## src/rtl/sign_pkg.sv

```systemverilog
// sign_pkg: shared types and helpers for signed narrowing stages (clamp/wrap selected by SIGN_NARROWER_SAT_EN).
package sign_pkg;

  // Widest word the helper functions can describe.
  localparam int MAX_W = 64;

  typedef enum logic [1:0] {
    ST_EMPTY,
    ST_ONE,
    ST_TWO
  } skid_state_t;

  // Largest positive value of a width-bit signed word: 0 then ones.
  function automatic logic [MAX_W-1:0] sat_max(input int width);
    return (MAX_W'(1) << (width - 1)) - MAX_W'(1);
  endfunction

  // Most negative value of a width-bit signed word: 1 then zeros.
  function automatic logic [MAX_W-1:0] sat_min(input int width);
    return MAX_W'(1) << (width - 1);
  endfunction

  // A word fits in out_w bits when its top in_w-out_w+1 bits all agree with the sign.
  function automatic logic in_range(input logic [MAX_W-1:0] data, input int in_w, input int out_w);
    logic ok;
    ok = 1'b1;
    for (int i = out_w - 1; i < in_w; i++) ok = ok && (data[i] == data[in_w-1]);
    return ok;
  endfunction

endpackage

```

## src/rtl/sign_range_check.sv

```systemverilog
// sign_range_check: combinational range check and clamp/wrap of a signed word; clamps when SIGN_NARROWER_SAT_EN is defined, truncates otherwise.
module sign_range_check
  import sign_pkg::*;
#(
  parameter int INPUT_WIDTH  = 16,
  parameter int OUTPUT_WIDTH = 8
) (
  input  logic [INPUT_WIDTH-1:0]  i_data,
  output logic [OUTPUT_WIDTH-1:0] o_data,
  output logic                    o_sat
);

  if (OUTPUT_WIDTH < 2 || OUTPUT_WIDTH >= INPUT_WIDTH || INPUT_WIDTH > MAX_W) begin : g_bad_width
    $error("sign_range_check: need 2 <= OUTPUT_WIDTH < INPUT_WIDTH <= %0d", MAX_W);
  end

  logic [MAX_W-1:0] w_ext;

  assign w_ext = MAX_W'(i_data);
  assign o_sat = !in_range(w_ext, INPUT_WIDTH, OUTPUT_WIDTH);

`ifdef SIGN_NARROWER_SAT_EN
  logic [MAX_W-1:0] w_max;
  logic [MAX_W-1:0] w_min;

  assign w_max  = sat_max(OUTPUT_WIDTH);
  assign w_min  = sat_min(OUTPUT_WIDTH);
  assign o_data = !o_sat ? i_data[OUTPUT_WIDTH-1:0] :
                  i_data[INPUT_WIDTH-1] ? w_min[OUTPUT_WIDTH-1:0] : w_max[OUTPUT_WIDTH-1:0];
`else
  assign o_data = i_data[OUTPUT_WIDTH-1:0];
`endif

endmodule

```

## src/rtl/sign_narrower_sat.sv

```systemverilog
// sign_narrower_sat: streaming signed narrower with 2-entry skid buffer and sticky overflow counter; SIGN_NARROWER_SAT_EN selects clamp instead of wrap.
module sign_narrower_sat
  import sign_pkg::*;
#(
  parameter int INPUT_WIDTH  = 16,
  parameter int OUTPUT_WIDTH = 8,
  parameter int CNT_WIDTH    = 16
) (
  input  logic                    clk,
  input  logic                    rst_n,
  input  logic                    in_valid,
  output logic                    in_ready,
  input  logic [INPUT_WIDTH-1:0]  in_data,
  output logic                    out_valid,
  input  logic                    out_ready,
  output logic [OUTPUT_WIDTH-1:0] out_data,
  output logic                    out_sat,
  output logic [CNT_WIDTH-1:0]    sat_count,
  input  logic                    clr_count
);

  if (OUTPUT_WIDTH < 2 || OUTPUT_WIDTH >= INPUT_WIDTH) begin : g_bad_width
    $error("sign_narrower_sat: need 2 <= OUTPUT_WIDTH < INPUT_WIDTH");
  end

  skid_state_t             r_state;
  skid_state_t             w_next;
  logic                    r_in_ready;
  logic                    r_out_valid;
  logic [OUTPUT_WIDTH-1:0] r_out_data;
  logic                    r_out_sat;
  logic [OUTPUT_WIDTH-1:0] r_skid_data;
  logic                    r_skid_sat;
  logic [CNT_WIDTH-1:0]    r_sat_count;
  logic [OUTPUT_WIDTH-1:0] w_data;
  logic                    w_sat;
  logic                    w_acc;
  logic                    w_emit;

  sign_range_check #(
    .INPUT_WIDTH (INPUT_WIDTH),
    .OUTPUT_WIDTH(OUTPUT_WIDTH)
  ) u_check (
    .i_data(in_data),
    .o_data(w_data),
    .o_sat (w_sat)
  );

  assign w_acc  = in_valid && r_in_ready;
  assign w_emit = r_out_valid && out_ready;

  // Skid occupancy transitions; TWO never sees an accept because in_ready is low there.
  always_comb begin
    w_next = r_state;
    case (r_state)
      ST_EMPTY: w_next = w_acc ? ST_ONE : ST_EMPTY;
      ST_ONE:   w_next = (w_acc && !w_emit) ? ST_TWO : (!w_acc && w_emit) ? ST_EMPTY : ST_ONE;
      ST_TWO:   w_next = w_emit ? ST_ONE : ST_TWO;
      default:  w_next = ST_EMPTY;
    endcase
  end

  // State, handshake flags and the output/skid registers; the output register only changes when empty or on emit.
  always_ff @(posedge clk or negedge rst_n) begin
    if (!rst_n) begin
      r_state     <= ST_EMPTY;
      r_in_ready  <= 1'b1;
      r_out_valid <= 1'b0;
      r_out_data  <= '0;
      r_out_sat   <= 1'b0;
      r_skid_data <= '0;
      r_skid_sat  <= 1'b0;
    end else begin
      r_state     <= w_next;
      r_in_ready  <= (w_next != ST_TWO);
      r_out_valid <= (w_next != ST_EMPTY);
      if (r_state == ST_TWO && w_emit) begin
        r_out_data <= r_skid_data;
        r_out_sat  <= r_skid_sat;
      end else if (w_acc && (r_state == ST_EMPTY || w_emit)) begin
        r_out_data <= w_data;
        r_out_sat  <= w_sat;
      end
      if (w_acc && r_state == ST_ONE && !w_emit) begin
        r_skid_data <= w_data;
        r_skid_sat  <= w_sat;
      end
    end
  end

  // Sticky overflow counter: counts at acceptance, saturates at all-ones, clear wins over old value but not the new event.
  always_ff @(posedge clk or negedge rst_n) begin
    if (!rst_n) r_sat_count <= '0;
    else if (clr_count) r_sat_count <= (w_acc && w_sat) ? CNT_WIDTH'(1) : '0;
    else if (w_acc && w_sat && r_sat_count != '1) r_sat_count <= r_sat_count + CNT_WIDTH'(1);
  end

  assign in_ready  = r_in_ready;
  assign out_valid = r_out_valid;
  assign out_data  = r_out_data;
  assign out_sat   = r_out_sat;
  assign sat_count = r_sat_count;

endmodule

```

## config.mk

```make
export PLATFORM = sky130hd
export DESIGN_NAME = sign_narrower_sat
export DESIGN_NICKNAME = d
export VERILOG_FILES = /design/src/rtl/sign_pkg.sv /design/src/rtl/sign_range_check.sv /design/src/rtl/sign_narrower_sat.sv
export SDC_FILE = /design/constraint.sdc
export NUM_CORES = 1
export LEC_CHECK = 0
export ABC_AREA = 0
export BUFFER_PORTS_ARGS = -buffer_cell sky130_fd_sc_hd__buf_2
export CAP_MARGIN = 20
export CORE_MARGIN = 5
export CORE_UTILIZATION = 45
export CTS_BUF_LIST = sky130_fd_sc_hd__clkbuf_4
export DETAILED_ROUTE_END_ITERATION = 8
export PLACE_DENSITY = 0.71
export SLEW_MARGIN = 5
export SYNTH_ARGS = -nofsm -noshare
export SYNTH_HDL_FRONTEND = slang
export SYNTH_SLANG_ARGS = --single-unit
```

## constraint.sdc

```tcl
create_clock -name clk -period 3.2 [get_ports clk]
set_clock_uncertainty 0.2 [all_clocks]
set_input_delay 0.48 -clock clk [delete_from_list [all_inputs] [get_ports clk]]
set_output_delay 0.48 -clock clk [all_outputs]
set_load 0.02 [all_outputs]
```

# Word level (Yosys, flattened, before mapping)
# Index checks and enable logic that the tools add are counted.
dict set report classes {
  n_addsub 1
  n_eq_ne 12
  mux 12
  reduce_logical 25
}
# cell count
set op_table {}
lappend op_table {{16-bit two-way mux} 2}
lappend op_table {{1-bit logical AND} 17}
lappend op_table {{16-bit by 1-bit adder with 16-bit output (second input constant)} 1}
lappend op_table {{8-bit two-way mux} 2}
lappend op_table {{16-bit != test (second input constant)} 1}
lappend op_table {{1-bit equality test} 8}
lappend op_table {{2-bit one-hot mux with 3 select lines} 1}
lappend op_table {{2-bit nonzero test} 3}
lappend op_table {{1-bit two-way mux} 5}
lappend op_table {{2-bit two-way mux} 2}
lappend op_table {{1-bit zero test} 3}
lappend op_table {{2-bit by 1-bit equality test with 1-bit output (second input constant)} 1}
lappend op_table {{2-bit equality test (second input constant)} 1}
lappend op_table {{2-bit zero test} 1}
lappend op_table {{2-bit != test (second input constant)} 1}
lappend op_table {{1-bit logical OR} 1}
dict set report word_totals {
  reg_bits 38
  inputBits 21
  out_inout_bits 27
  word_cells 58
}

# Longest topological paths before layout
# Gate-level depths: netlist (run 1).
dict set report depth {
  depth_word 13
  depth_mapped 7
  ltp_nobuf 6
}

# Hierarchy
# From an unflattened synthesis (run 1), not the netlist that was laid out.
dict set report hier_totals {
  cells_unflattened 187
  area_unflattened_um2 2102.0
}
# module instances cells_per_inst area_each_um2 seq_area_each_um2
set by_module_without_submodules {}
lappend by_module_without_submodules {sign_narrower_sat 1 171 1994.4 952.2}
lappend by_module_without_submodules {sign_range_check 1 16 107.6 0.0}

# Worst setup path after synthesis (run 1)
# Ideal clock, no wire load.
dict set report synth_path {
  path_type {in2reg}
  from {input in_data[9]}
  to {register r_sat_count[0] (netlist: sat_count[0])}
  setup_time_ns 0.126
  t_arrival_ns 2.099
  t_required_ns 2.874
  slack_ns 0.775
  cell_stages 7
  n_path_buf 2
  path_cell_list {or4_4 -> nor4_4 -> or2_1 -> buf_6 -> buf_12 -> nor2_2 -> a221o_1}
}
dict set report synth_between {
  elab_chain_len 11
  elab_cells_between_ends 13
  cone_classes {eq/ne (1); mux (2); reduce/logical (10)}
}
# element line
set synth_rtl {}
lappend synth_rtl {{start: declaration} sign_narrower_sat.sv:13} ;# input logic [INPUT_WIDTH-1:0] in_data,
lappend synth_rtl {{1-bit equality test (*)} sign_pkg.sv:27} ;# for (int i = out_w - 1; i < in_w; i++) ok = ok && (data[i] == data[in_w-1]);
lappend synth_rtl {{1-bit logical AND (*) (6 in series)} sign_pkg.sv:27}
lappend synth_rtl {{1-bit zero test (*)} sign_range_check.sv:20} ;# assign o_sat = !in_range(w_ext, INPUT_WIDTH, OUTPUT_WIDTH);
lappend synth_rtl {{1-bit logical AND (*)} {sign_narrower_sat.sv:94, sign_narrower_sat.sv:95}}
lappend synth_rtl {{1-bit two-way mux or 1-bit logical AND (tied branches)} {sign_narrower_sat.sv:94, sign_narrower_sat.sv:95}}
lappend synth_rtl {{16-bit two-way mux or 2-bit nonzero test (tied branches)} n/a}
lappend synth_rtl {{end signal: assignment} sign_narrower_sat.sv:94} ;# else if (clr_count) r_sat_count <= (w_acc && w_sat) ? CNT_WIDTH'(1) : '0;
lappend synth_rtl {{end signal: assignment} sign_narrower_sat.sv:95} ;# else if (w_acc && w_sat && r_sat_count != '1) r_sat_count <= r_sat_count + CNT_WIDTH'(1);
lappend synth_rtl {{end: declaration} sign_narrower_sat.sv:34} ;# logic [CNT_WIDTH-1:0] r_sat_count;
# Every way passes the cells marked *; elsewhere a longest branch is shown, timed or not.
# A chain may end at the register's enable or synchronous reset.

# Worst setup path after layout (run 1)
dict set report layout_path {
  from {register r_sat_count[0] (netlist: sat_count[0])}
  to {register r_sat_count[11] (netlist: sat_count[11])}
}
dict set report layout_between {
  elab_chain_len 3
  elab_cells_between_ends 6
  cone_classes {add/sub (1); eq/ne (1); mux (2); reduce/logical (2)}
}
# element line
set layout_rtl {}
lappend layout_rtl {{16-bit by 1-bit adder with 16-bit output or 16-bit != test (tied branches)} sign_narrower_sat.sv:95}
lappend layout_rtl {{16-bit two-way mux or 1-bit logical AND (tied branches)} sign_narrower_sat.sv:95}
lappend layout_rtl {{16-bit two-way mux or 2-bit nonzero test (tied branches)} n/a}
# Parallel ways exist; a longest one is shown, timed or not. The select of a mux whose other input is x is not followed.

==> summary.md, run 1 <==
| Metric | Value |
|---|---|
| Die footprint | between 0.005 and 0.006 mm² |
| Final nets | between 200 and 300 |
| Setup violations, final | 0 |
| Post-Synth Simple-Gate Area | 25.1% |
| Post-synthesis compound-gate area fraction | 11.1% |
| Routed len/inst | 14.2 µm |
| Core ar. | 0.00432 mm² |
| Clk slew on worst S/H paths | between 0.1 and 0.15 ns |
| Max-Cap Viols | 0 |
| Cts hold-fix bufs | 0 |
| Syn. warnings | 0 |
| Synthesized area per cell | between 10 and 15 µm² |
| Fin crit share | 80.4% |
| Top FF cell, synth | dfrtp_1 |
| Multiplexer share of the synthesized area | 10.2% |
| Post-route ant nets | 0 |
| Met2 WL | just under 2 mm |
| Mapped Cells | 192 |
| Vias per std cell | 5.54 |
| Cell family with most CP delay | simple AND/OR/NAND/NOR gates |
| Worst-path cell chain | ha_1, and3_1, and4_1, or4_1, or3_2, a21oi_1 |
| Largest net degree at the start of global routing | 39 |
| Synth Area in XOR/XNOR | 0.879% |
| Layout Area Growth over Synthesis | 16.8% |
| Commonest non-fill, non-tap cell in the layout | buf_2 |
| Leak | 1.12 nW |
| Crit path buf inv count | 0 |
| H-tree levels | 2 |
| Vias in the first global route | 1,565 |
| Final min period | 2.57 ns |
| Core Rows | 24 |
| Worst path max stage delay | 0.55 ns |
| Number of buffers created by CTS | 5 |
| Number of port buffers | 47 |
| Ant diodes | 0 |
| Seq/Total Area, Yosys | 47.8% |
| Post-synth EDFFs | 0 |
| WS Path Type | reg -> reg |
| First-pass GRT wire length | 7.31 mm |
| Top sig layer | met4 |
| Clock Latency Late Sink | 0.35 ns |
| Clock root buffer | clkbuf_4 |
| Post-cts resize count | 0 |
| Met3 Wirelength | between 200 and 300 µm |
| GPL Wtd Cong | 0.828 |
| Initial core utilization | a little under half |
| CTS tree | built |
| Total wire length | around 4.2 mm |
| Top-Level Pins | 48 |
| Fraction of layout cells with a size suffix above 1 | 33.3% |
| Crit start category | register |
| CP endpoint kind | register |
| WP data arrival | 2.64 ns |
| Clk sink count | 38 |
| DR pass1 iterations | 4 |
| Final hold vios | 0 |
| Syn Nets | about 220 |
| Outcome | finished, final reports clean |
| CTS Buffer Depth | 2 |
| Total global-route track usage | 14.9% |
| Wl on met1 | 1.91 mm |
| Worst hold slack | 0.0102 ns |
| Die X | roughly 77 µm |
| Pwr/cell area | 690 mW/mm² |
| Distinct cells, synth | 46 |
| Initial antenna violation count | 0 |
| Least-Margin Pin Slew | 0.822 ns |
| Residual DRC | 0 |
| Post-Syn Area | roughly 0.002 mm² |
| Initial drt markers | 90 |
| Commonest cells after routing, fill and taps aside | buf_2 (47), dfrtp_1 (37), nand2_1 (21) |
| Yosys reg bits | 38 |
| Die Ht | 76.6 µm |
| Critical Path RT | 3.27 ns |
| Area share of fa/ha/maj cells after synthesis | 1.26% |
| Total congestion overflow | 0 |
| Max-slew headroom | 45.2% |
| Max Clk Rate | 0.389 GHz |
| Setup TNS Final | 0 ns |
| Crit-path max FO | 14 |
| Via count | ~1.6k |
| Dpl hpwl | 3.06 mm |
| Async SR Flop Fraction | 100% |
| RSZ-0062 raised after global routing | false |
| Slew Limit Fails | 0 |
| Post-CTS setup buffer count | 0 |
| Min-Delay Path Class | in -> async |
| Peak supply drop | 0.475 mV |
| Combinational family with the most area after synthesis | simple AND/OR/NAND/NOR gates |
| CP max stage cell | or4_1 |
## state kept, by name, summed over array words and instances (netlist names)
register,flops
in_ready,1
out_valid,1
r_state,2
sat_count,16
out_sat,1
out_data,8
r_skid_sat,1
r_skid_data,8
## power by group
part	switching (mW)	internal, mW	leakage [nW]
sequential	0.0974	0.636	0.485
combinational	0.321	0.226	0.590
clock	0.156	0.171	0.0433
total	0.575	1.03	1.12
## cell usage after synthesis, drive strengths merged, types with 2 or more instances
library cell | count | share of area, %
nand4 | 5 | 1.6
dfrtp | 37 | 46
xnor2 | 2 | 0.88
inv | 2 | 0.38
nand3 | 11 | 2.8
o31ai | 5 | 1.9
buf | 3 | 1.8
a21oi | 10 | 2.5
nor2 | 10 | 2.0
o21ai | 13 | 3.3
nand2 | 21 | 4.0
ha | 2 | 1.3
clkbuf | 3 | 1.1
mux2i | 9 | 4.5
nor3 | 2 | 0.50
and4 | 5 | 2.3
or4 | 7 | 3.1
nor2b | 5 | 1.6
nand2b | 3 | 0.94
nor4 | 9 | 3.6
or3 | 3 | 1.1
mux2 | 10 | 5.6
## logic make-up (layout without fill, tap and decap cells)
group           count (synthesis)  after routing
simple gates                   86             86
compound gates                 36             36
mux                            19             19
xor+xnor                        2              2
buf+inv                         9             60
fa+ha+maj                       2              2
flops                          38             38
## routing by layer
metal / up-vias / track usage [%]
met5: - / 0
met4: 0 / 6.29
met3: 7 / 4.14
met2: 39 / 23.9
met1: 772 / 18.7
li1: 817 / -
## cell type report
class	count	area [µm²]
inverter	2	7.51
timing repair buffer	50	258
clock buffer	6	45.0
fill	411	2000
clock inverter	2	33.8
tap	52	65.1
sequential	38	952
multi-input combinational	145	967
## path summary, 6_finish.rpt
kind / start / endpoint / slack [ns] / cells after the start
worst max-delay path: sat_count[0] / sat_count[11] / 0.63 / 6
worst min-delay path: rst_n / r_skid_data[3] / 0.01 / 1
max in group asynchronous: rst_n / sat_count[13] / 2.27 / 1
worst min register to register: out_data[0] / out_data[0] / 0.29 / 2
min in group clk: in_data[1] / r_skid_data[1] / 0.16 / 2
worst max register to register: sat_count[0] / sat_count[11] / 0.63 / 6
## worst register-to-register path, delay by kind of cell (launching register included)
family | cells | cell delay, ns
compound gates | 1 | 0.16
fa+ha+maj | 1 | 0.25
flops | 1 | 0.45
simple gates | 4 | 1.44
## per-stage QoR
step           setup WS [ns]  cells  utilization (%)  cell area, µm²  power (mW)
6_report               0.626    295             53.8            2330        1.61
2_1_floorplan          0.775    192                -            1990        1.11
3_3_place_gp           0.665    287             52.0            2250        1.28
3_5_place_dp           0.624    287             52.0            2250        1.30
5_1_grt                0.451    295             53.8            2330        1.71
4_1_cts                0.629    295             53.8            2330        1.63
Power figures use the tool's default switching activity.
==> run 2: changes to the inputs <==
Clock period 3.2 ns to 2.6 ns, I/O delays scaled along.
==> run 2 against run 1 <==
Effect of this change:
- critical path depth stayed put
- sequential share of layout area fell by 0.15 points
- utilization increased by 0.20 points
- routed wire length up 2.3%
- sequential power up 22%
- register-to-register slack got worse by 0.45 ns
- final area is 0.38% higher
- global-route usage up 0.56 points
- critical endpoint unchanged
==> summary.md, run 2 (synthesis results as in run 1) <==
| Metric | Value |
|---|---|
| Worst-path cell chain | ha_1, and3_1, and4_1, or4_1, or3_2, a21oi_1 |
| WHS Endpoint | r_skid_data[1] |
| Leak | 1.13 nW (+1.1%) |
| R2r setup slk | 0.17 ns (-0.45 ns) |
| Clk sink count | 38 (unchanged) |
| CTS tree | built |
| Final hold vios | 0 (unchanged) |
| Core Rows | 24 (unchanged) |
| Dpl hpwl | 3.13 mm (+2.4%) |
| WS Path Type | reg -> reg |
| Die Ht | 76.6 µm (unchanged) |
| Final min period | 2.43 ns (-0.145 ns) |
| Clock root buffer | clkbuf_4 |
| Outcome | finished, final reports clean |
| Crit-path max FO | 6 (-8) |
| Final nets | 269 (+1.5%) |
| Number of buffers created by CTS | 5 (unchanged) |
| R2r startpoint | sat_count[0] |
| Post-route ant nets | 0 (unchanged) |
| First-pass GRT wire length | 7.53 mm (+3.1%) |
| Critical Path RT | 2.68 ns (-0.59 ns) |
| Routed len/inst | 14.4 µm (+0.92%) |
| Largest register FFs | 16 (unchanged) |
| GPL Wtd Cong | 0.892 (+7.7%) |
| Clock Latency Late Sink | 0.34 ns (about the same) |
| Fin crit share | 93.4% (+13 points) |
| CTS Buffer Depth | 2 (unchanged) |
| Total congestion overflow | 0 (unchanged) |
| Initial core utilization | 46.1% (unchanged) |
| Min-Delay Path Class | in -> reg |
| Via count | 1,662 (+1.7%) |
| Slew Limit Fails | 0 (unchanged) |
| Max-slew headroom | 44.3% (-0.84 points) |
| Worst path max stage delay | 0.52 ns (-0.03 ns) |
| Ant diodes | 0 (unchanged) |
| Total global-route track usage | 15.4% (+0.56 points) |
| Die footprint | 0.00586 mm² (unchanged) |
| Crit start category | register |
| Setup TNS Final | 0 ns (unchanged) |
| DR pass1 iterations | 4 (unchanged) |
| Residual DRC | 0 (unchanged) |
| Max Clk Rate | 0.412 GHz (+6.0%) |
| Post-cts resize count | 0 (unchanged) |
| Initial drt markers | 98 (+8.9%) |
| Vias per std cell | 5.56 (+0.29%) |
| Die X | 76.6 µm (unchanged) |
| Commonest non-fill, non-tap cell in the layout | buf_2 |
| Initial antenna violation count | 0 (unchanged) |
| Crit path buf inv count | 0 (unchanged) |
| Least-Margin Pin Slew | 0.835 ns (+0.0125 ns) |
| Layout Area Growth over Synthesis | 17.3% |
| Cell family with most CP delay | simple AND/OR/NAND/NOR gates |
| Commonest cells after routing, fill and taps aside | buf_2 (47), dfrtp_1 (37), nand2_1 (21) |
| Vias in the first global route | 1,606 (+2.6%) |
| Total wire length | 4.29 mm (+2.3%) |
| Peak supply drop | 0.517 mV (+8.8%) |
| Fraction of layout cells with a size suffix above 1 | 34.4% (+1.1 points) |
| R2R cell count | 6 (unchanged) |
| CP max stage cell | or4_1 |
| WP data arrival | 2.50 ns (-0.14 ns) |
| Largest net degree at the start of global routing | 39 (unchanged) |
| CP endpoint kind | register |
| Reg-to-reg endpoint | sat_count[11] |
| Clk slew on worst S/H paths | 0.12 ns (about the same) |
| Setup violations, final | 0 (unchanged) |
| Number of port buffers | 47 (unchanged) |
| H-tree levels | 2 (unchanged) |
| Core ar. | 0.00432 mm² (unchanged) |
| Max-Cap Viols | 0 (unchanged) |
| RSZ-0062 raised after global routing | false |
| Post-CTS setup buffer count | 0 (unchanged) |
| Hold Path Stages | 2 |
| Hold path start | in_data[1] |
| Pwr/cell area | 804 mW/mm² (+16%) |
| Final Util | 54.1% (+0.20 points) |
| Top-Level Pins | 48 (unchanged) |
-- run 2: changes by cell type in the layout (fill, tap and decap cells not counted), sizes merged --
cell,change
dlygate4sd3,+1
clkinv,+1
buf,+3
bufinv,-1
-- run 2: stage by stage --
step / total power, mW / hold WS (ns) / cell area (µm²) / instances / setup WS [ns]
after floorplan: 1.36 / -0.106 / 1990 / 192 / 0.207
after global placement: 1.57 / 0.256 / 2270 / 290 / 0.249
after detailed placement: 1.60 / 0.264 / 2270 / 290 / 0.195
after CTS: 1.91 / 0.0659 / 2340 / 299 / 0.166
after global routing: 2.02 / 0.0700 / 2340 / 299 / 0.0350
final: 1.88 / 0.0790 / 2340 / 299 / 0.172
-- run 2: power breakdown --
group / switching (mW) / internal [mW] / leakage, nW
logic: 0.394 / 0.280 / 0.610
registers: 0.112 / 0.782 / 0.485
clock network: 0.197 / 0.114 / 0.0354
total: 0.702 / 1.18 / 1.13
-- run 2: final cells by class --
type | count | area [µm²]
multi-input cells | 145 | 967
flip-flops and latches | 38 | 952
fillers | 426 | 1990
well taps | 52 | 65.1
repair buffers | 54 | 290
clock inverters | 2 | 10.0
clock buffers | 6 | 45.0
inverters | 2 | 7.51
-- run 2: what timing repair did --
item | CTS | global route
endpoints found under the setup margin | 0 | 0
hold buffers | 1 | 0
endpoints found under the hold margin | 37 | 0
-- run 2: worst max-delay path by stage --
stage | start | to | depth (start not counted)
floorplan | sat_count[0] | sat_count[11] | 6
detailed placement | sat_count[0] | sat_count[11] | 6
global route | sat_count[0] | sat_count[11] | 6
finish | sat_count[0] | sat_count[11] | 6
global placement | sat_count[0] | sat_count[11] | 6
CTS | sat_count[0] | sat_count[11] | 6
-- run 2: per-layer routing --
layer	track usage (%)	part of all wire [%]
met1	19.3	46
met2	24.9	47
met3	4.73	5.5
met4	5.77	1.7
met5	0	0
==> run 3: changes to the inputs <==
Settings changed: CTS_BUF_LIST sky130_fd_sc_hd__clkbuf_4 to sky130_fd_sc_hd__clkbuf_8.
==> run 3 against run 2 <==
Effect of this change:
- the flow now finishes with violations (hold timing)
- sequential power rose by 0.4%
- clock power rose by 25%
- highest routed layer unchanged
- largest cell class unchanged
- critical path type unchanged
- critical endpoint unchanged
- worst hold slack got worse by 0.081 ns
- final area rose by 0.75%
- die area did not move
- maximum frequency rose by 0.34%
==> summary.md, run 3 (synthesis results as in run 1) <==
| Metric | Value |
|---|---|
| Outcome | complete, but fails checks |
| Failing checks | hold timing |
| DR pass1 iterations | 4 (unchanged) |
| Number of buffers created by CTS | 5 (unchanged) |
| Least-Margin Pin Slew | 0.834 ns (-0.000431 ns) |
| Total congestion overflow | 0 (unchanged) |
| Clock Latency Late Sink | 0.29 ns (-0.05 ns) |
| Fillers | 428 (+0.47%) |
| Reg-to-reg endpoint | sat_count[11] |
| Combinational share of power | 34.4% (-1.5 points) |
| Cts hold-fix bufs | 0 (-1) |
| Max Clk Rate | 0.413 GHz (+0.34%) |
| RSZ-0062 raised after global routing | false |
| CP endpoint kind | register |
| Vias per std cell | 5.57 (+0.15%) |
| Pwr/cell area | 832 mW/mm² (+3.6%) |
| Ant diodes | 0 (unchanged) |
| CTS tree | built |
| Die Ht | 76.6 µm (unchanged) |
| Commonest non-fill, non-tap cell in the layout | buf_2 |
| Final nets | 268 (-0.37%) |
| Initial antenna violation count | 0 (unchanged) |
| Final hold vios | 2 (+2) |
| Initial drt markers | 85 (-13%) |
| Crit start category | register |
| H-tree levels | 2 (unchanged) |
| Residual DRC | 0 (unchanged) |
| Leak | 1.14 nW (+0.84%) |
| Worst hold slack | -0.00194 ns (-0.0809 ns) |
| R2r startpoint | sat_count[0] |
| Number of port buffers | 47 (unchanged) |
| Routed len/inst | 14.4 µm (+0.55%) |
| Largest register FFs | 16 (unchanged) |
| Clock power frac | 19.8% (+3.3 points) |
| R2r setup slk | 0.18 ns (about the same) |
| WP data arrival | 2.44 ns (-0.06 ns) |
| Via count | 1,659 (-0.18%) |
| Fin crit share | 93.1% (-0.32 points) |
| Post-route ant nets | 0 (unchanged) |
| Clk sink count | 38 (unchanged) |
| Dpl hpwl | 3.13 mm (unchanged) |
| Commonest cells after routing, fill and taps aside | buf_2 (47), dfrtp_1 (37), nand2_1 (21) |
| Setup TNS Final | 0 ns (unchanged) |
| Critical Path Start | sat_count[0] |
| GPL Wtd Cong | 0.892 (unchanged) |
| Switching share of power | 36.5% (-0.92 points) |
| First-pass GRT wire length | 7.52 mm (-0.17%) |
| Post-CTS setup buffer count | 0 (unchanged) |
| Total wire length | 4.30 mm (+0.21%) |
| Core ar. | 0.00432 mm² (unchanged) |
| Critical Path RT | 2.62 ns (-0.06 ns) |
| Core Rows | 24 (unchanged) |
| Final Util | 54.5% (+0.41 points) |
| Die X | 76.6 µm (unchanged) |
| Peak supply drop | 0.516 mV (-0.16%) |
| Slew Limit Fails | 0 (unchanged) |
| Max-Cap Viols | 0 (unchanged) |
| Crit-path max FO | 6 (unchanged) |
| Largest net degree at the start of global routing | 39 (unchanged) |
| CTS Buffer Depth | 2 (unchanged) |
| R2R cell count | 6 (unchanged) |
| Setup violations, final | 0 (unchanged) |
| WS Path Type | reg -> reg |
| Total Power Consumption | 1.96 mW (+4.3%) |
| Max-slew headroom | 44.4% (about the same) |
| Total global-route track usage | 15.4% (-0.025 points) |
| Final min period | 2.42 ns (-0.00819 ns) |
| P_sw | 715 µW (+1.8%) |
| Top-Level Pins | 48 (unchanged) |
| Min-Delay Path Class | in -> async |
| Internal | 1.25 mW (+5.9%) |
| Initial core utilization | 46.1% (unchanged) |
| Vias in the first global route | 1,613 (+0.44%) |
| Post-cts resize count | 0 (unchanged) |
| Flop pwr share | 45.8% (-1.8 points) |
| Die footprint | 0.00586 mm² (unchanged) |
| Clk slew on worst S/H paths | 0.08 ns (-0.04 ns) |
| Fraction of layout cells with a size suffix above 1 | 34.1% (-0.27 points) |
| Clock root buffer | clkbuf_8 |
| Layout Area Growth over Synthesis | 18.1% |
run 3: cell types whose count changed in the layout (fill, tap and decap cells not counted):
cell           delta
dlygate4sd3_1     -1
inv_1             +1
clkbuf_8          +5
clkbuf_4          -6
run 3: worst max-delay path by stage:
stage,end,slack [ns]
4_1_cts,sat_count[11],0.18
6_report,sat_count[11],0.18
3_3_place_gp,sat_count[11],0.25
2_1_floorplan,sat_count[11],0.21
3_5_place_dp,sat_count[11],0.19
5_1_grt,sat_count[11],0.04
run 3: worst max-delay path: stages, from the launching register on:
cell     delay, ns
dfrtp_1       0.43
ha_1          0.24
and3_1        0.14
and4_1        0.25
or4_1         0.52
or3_2         0.42
a21oi_1       0.14
run 3: per-stage QoR:
stage	instances	hold slack, ns	worst slack [ns]	instance area (µm²)
after global routing	298	0.0781	0.0435	2350
after detailed placement	290	0.264	0.195	2270
after global placement	290	0.256	0.249	2270
final	298	-0.00194	0.180	2350
after CTS	298	0.0321	0.181	2350
after floorplan	192	-0.106	0.207	1990
run 3: cell type report:
type                       instances  area (µm²)  share of cell area [%]
clock buffer                       5        68.8                    2.92
multi-input combinational        145         967                    41.1
sequential                        38         952                    40.4
clock inverter                     3        13.8                   0.584
timing repair buffer              53         280                    11.9
inverter                           2        7.51                   0.319
tap                               52        65.1                    2.76
run 3: power by group through the flow:
stage,logic (mW),clock network (mW),registers [mW]
after floorplan,0.347,0,1.01
after global placement,0.667,0,0.900
after detailed placement,0.684,0,0.913
after CTS,0.686,0.399,0.901
after global routing,0.749,0.425,0.927
final,0.674,0.389,0.898
run 3: layer usage:
metal	vias up	share of wire, %	global-route usage [%]	routed length (µm)
li1	826	-	-	-
met1	787	46	19.1	2000
met2	40	46	25.1	2000
met3	6	5.4	4.73	233
met4	0	1.7	5.77	74
met5	-	0	0	0
